`src/rtl/ex_mem_reg.sv`:
```
// EX/MEM pipeline register with stall hold, flush-to-bubble and async reset.
// Optional: define EX_MEM_BUBBLE_CNT_EN to add the 32-bit saturating bubble_cnt_o counter.

package core_pkg;
  localparam int REG_ADDR_W = 5;

  typedef enum logic [1:0] {
    WB_ALU = 2'd0,
    WB_MEM = 2'd1,
    WB_PC4 = 2'd2
  } wb_sel_e;
endpackage

module ex_mem_reg #(
  parameter int DATA_WIDTH     = 32,
  parameter int REG_ADDR_WIDTH = core_pkg::REG_ADDR_W
) (
  input  logic                      clk,
  input  logic                      rst,
  input  logic                      stall_i,
  input  logic                      flush_i,
  input  logic                      valid_EX_i,
  input  logic                      RegWrite_EX_i,
  input  logic                      MemWrite_EX_i,
  input  logic                      MemRead_EX_i,
  input  core_pkg::wb_sel_e         WBSel_EX_i,
  input  logic [REG_ADDR_WIDTH-1:0] rd_addr_EX_i,
  input  logic [2:0]                funct3_EX_i,
  input  logic [DATA_WIDTH-1:0]     alu_result_EX_i,
  input  logic [DATA_WIDTH-1:0]     rs2_data_EX_i,
  input  logic [DATA_WIDTH-1:0]     pc_plus4_EX_i,
  output logic                      valid_MEM_o,
  output logic                      RegWrite_MEM_o,
  output logic                      MemWrite_MEM_o,
  output logic                      MemRead_MEM_o,
  output core_pkg::wb_sel_e         WBSel_MEM_o,
  output logic [REG_ADDR_WIDTH-1:0] rd_addr_MEM_o,
  output logic [2:0]                funct3_MEM_o,
  output logic [DATA_WIDTH-1:0]     alu_result_MEM_o,
  output logic [DATA_WIDTH-1:0]     rs2_data_MEM_o,
  output logic [DATA_WIDTH-1:0]     pc_plus4_MEM_o
`ifdef EX_MEM_BUBBLE_CNT_EN
  , output logic [31:0]             bubble_cnt_o
`endif
);

  // Control bits are qualified by valid so RegWrite_MEM_o can never be set
  // without valid_MEM_o; forwarding logic downstream depends on that.
  always_ff @(posedge clk or posedge rst) begin
    if (rst) begin
      // NOTE: non-blocking assignments keep every flop sampling pre-edge values.
      valid_MEM_o      <= 1'b0;
      RegWrite_MEM_o   <= 1'b0;
      MemWrite_MEM_o   <= 1'b0;
      MemRead_MEM_o    <= 1'b0;
      WBSel_MEM_o      <= core_pkg::WB_ALU;
      rd_addr_MEM_o    <= '0;
      funct3_MEM_o     <= '0;
      alu_result_MEM_o <= '0;
      rs2_data_MEM_o   <= '0;
      pc_plus4_MEM_o   <= '0;
    end else if (flush_i) begin
      // Bubble: kill the instruction, leave data fields and WBSel untouched.
      valid_MEM_o    <= 1'b0;
      RegWrite_MEM_o <= 1'b0;
      MemWrite_MEM_o <= 1'b0;
      MemRead_MEM_o  <= 1'b0;
    end else if (!stall_i) begin
      valid_MEM_o      <= valid_EX_i;
      RegWrite_MEM_o   <= RegWrite_EX_i & valid_EX_i;
      MemWrite_MEM_o   <= MemWrite_EX_i & valid_EX_i;
      MemRead_MEM_o    <= MemRead_EX_i & valid_EX_i;
      WBSel_MEM_o      <= WBSel_EX_i;
      rd_addr_MEM_o    <= rd_addr_EX_i;
      funct3_MEM_o     <= funct3_EX_i;
      alu_result_MEM_o <= alu_result_EX_i;
      rs2_data_MEM_o   <= rs2_data_EX_i;
      pc_plus4_MEM_o   <= pc_plus4_EX_i;
    end
  end

`ifdef EX_MEM_BUBBLE_CNT_EN
  // An unstalled edge leaves valid_MEM_o low exactly when it flushes or loads an invalid slot.
  logic bubble_edge;
  assign bubble_edge = !stall_i && (flush_i || !valid_EX_i);

  always_ff @(posedge clk or posedge rst) begin
    if (rst) begin
      bubble_cnt_o <= '0;
    end else if (bubble_edge && (bubble_cnt_o != 32'hFFFF_FFFF)) begin
      bubble_cnt_o <= bubble_cnt_o + 32'd1;
    end
  end
`else
  // Counter not built in this configuration.
`endif

endmodule

```
`config.mk`:
```
export PLATFORM = sky130hd
export DESIGN_NAME = ex_mem_reg
export DESIGN_NICKNAME = d
export VERILOG_FILES = /design/src/rtl/ex_mem_reg.sv
export SDC_FILE = /design/constraint.sdc
export NUM_CORES = 1
export LEC_CHECK = 0
export CAP_MARGIN = 0
export CORE_UTILIZATION = 54
export DETAILED_ROUTE_END_ITERATION = 12
export DONT_BUFFER_PORTS = 1
export PLACE_DENSITY = 0.67
export SLEW_MARGIN = 20
export SYNTH_ARGS = -nofsm -noshare
export SYNTH_HDL_FRONTEND = slang
export SYNTH_SLANG_ARGS = --single-unit
```
`constraint.sdc`:
```
create_clock -name clk -period 7.8 [get_ports clk]
set_input_delay 1.56 -clock clk [delete_from_list [all_inputs] [get_ports clk]]
set_output_delay 1.56 -clock clk [all_outputs]
set_load 0.01 [all_outputs]
```
==> metrics <==
R2R depth 1; H-tree depth 3; peak supply drop 0.133 mV; Root Buffer clkbuf_8; post-route ant nets 0; per-cell routed wire length 21.8 um; CTS tree done; DRC violations left 0; crit-path max cell delay 560 ps; Lkg Pwr 0.00184 uW; Post-CTS Setup Bufs 0; Achievable Freq 413 MHz; Num CTS Buffers 9; Slew @ Worst Pin 708 ps; maximum clock insertion buffer count 2; Final Critical Period 2420 ps; Iter 0 DRT Violations 60; sequential share of power 64.2%; die span in x 89.9 um; Logic pwr share 9.6%; Synth Cell Area 4170 um2; Arr. time, crit path 2660 ps; Worst path depth 3; grt ovf 0; cells along the critical path nor2_4, buf_4, mux2_2; # nets final 352; insertion delay to the later sink of the worst-skew pair 340 ps; hold path depth 1; family with the most delay on the worst path buffers and inverters; DP Wirelength 5250 um; status completed; Critical Path End Type register; synthesized flop and latch total 110; post-placement cell area 4190 um2; final count of hold timing violations 0; worst path bufs/invs 1; syn_nets 349; Sink Count 110; Sw Ratio 27.6%; port bufs 0; Max-cap violations 0; Syn-to-layout area delta 4.68%; Final Max Tran Viols 0; skew final 0 ps; sequential-to-total area share from yosys stat 66.0%; final instance area 4360 um2; share of post-route cells with drive strength above 1 51.9%; vias per cell 5.67; drt first pass iters 3; number of global-route vias before repair 2107; hold crit path type register to register; Die H 89.9 um; Critical Path RT 8030 ps; Max FO, Critical Path 58; crit path launch type input pin; commonest non-fill, non-tap cell in the layout dfrtp_1; Starting Density 56.6%; largest net degree at the start of global routing 59; synthesized instance count 235; Syn Area/Cell 17.7 um2; Reg clk slew, reported paths 90 ps; relative slew slack 52.8%; post-CTS sizing 0; Placer Congestion 0.690; Antenna Diode Count 0; synth warn 0; crit path kind input pin to register; Power Total 1170 uW; RSZ-0062 raised after global routing false; P_sw 323 uW; Synth cell types 12; antenna violations before repair 0; cell accounting for the most synthesized area dfrtp_1; setup total negative slack 0 ps; post-synth top area share 66.0%; first-pass GRT wire length 11400 um; Hold WS 568 ps; clock network fraction of design power 26.1%; core box area 7370 um2; top cells by area, synth dfrtp_1 (66%), mux2_2 (27%), mux2_4 (2.5%), buf_6 (1.6%), buf_12 (0.96%); vias 1939; PD cells 268 nW/um2; overall routing resource usage 18.5%; Final Non-Filler Cells 342; std cell rows 31; DRT Wirelength 7460 um; commonest non-fill, non-tap cells in the layout dfrtp_1 (110), mux2_2 (99), clkbuf_8 (10); # setup viols final 0; internal power 848 uW; Final Cycle Share 31.1%; # placed instances 326; # IOs 224; CP max stage cell buf_4; Die Footprint 8080 um2; cts hold-fix bufs 0
[final cells by class]
cell class / count / area, um2
fill: 569 / 3010
sequential: 110 / 2750
timing repair buffer: 3 / 22.5
clock inverter: 5 / 35.0
clock buffer: 11 / 141
tap: 99 / 124
multi-input combinational: 113 / 1280
inverter: 1 / 6.26
[cell usage after synthesis, drive strengths merged]
master and n:
mux2 106, and2b 1, buf 11, dfrtp 110, inv 1, nor2 2, a32o 3, mux2i 1
[through the flow]
stage | worst slack, ps | util (%)
6_report | 5380 | 59.2
5_1_grt | 5250 | 59.2
4_1_cts | 5390 | 59.2
3_5_place_dp | 5000 | 56.8
3_3_place_gp | 5040 | 56.8
2_1_floorplan | 3340 | -
[metal layers]
layer	track usage (%)	wire length, um	up-vias
met4	7.39	147	0
met2	31.5	3750	136
met1	20.4	2700	963
met3	8.12	853	12
li1	-	-	828
met5	0	0	-
[power by group through the flow]
stage	logic [uW]	registers, uW	clock network (uW)
after CTS	116	754	317
final	113	752	306
after floorplan	107	742	0
after global routing	125	762	335
after detailed placement	116	764	0
after global placement	109	764	0
[kinds of logic (layout without fill, tap and decap cells)]
| family | count (synthesis) | in the layout | synth area share, % |
|---|---|---|---|
| AOI/OAI and AO/OA | 3 | 3 | 0.720 |
| and+or+nand+nor | 3 | 3 | 0.540 |
| buffers and inverters | 12 | 20 | 3.21 |
| muxes | 107 | 107 | 29.5 |
| DFF | 110 | 110 | 66.0 |
[sequential cells by signal, summed over array words and instances, names as in the netlist]
name,flops
alu_result_MEM_o,32
pc_plus4_MEM_o,32
rs2_data_MEM_o,32
rd_addr_MEM_o,5
funct3_MEM_o,3
WBSel_MEM_o,2
MemRead_MEM_o,1
MemWrite_MEM_o,1
RegWrite_MEM_o,1
valid_MEM_o,1
[final timing paths]
kind                                         start                 end  slack [ps]
worst min-delay path                MemWrite_MEM_o      MemWrite_MEM_o         570
max in group asynchronous                      rst   rs2_data_MEM_o[8]        5490
worst min register to register      MemWrite_MEM_o      MemWrite_MEM_o         570
worst max register to register  rs2_data_MEM_o[21]  rs2_data_MEM_o[21]        6960
worst max-delay path                       flush_i  rs2_data_MEM_o[13]        5380
min in group asynchronous                      rst   pc_plus4_MEM_o[4]        1170
Power figures use the tool's default switching activity.
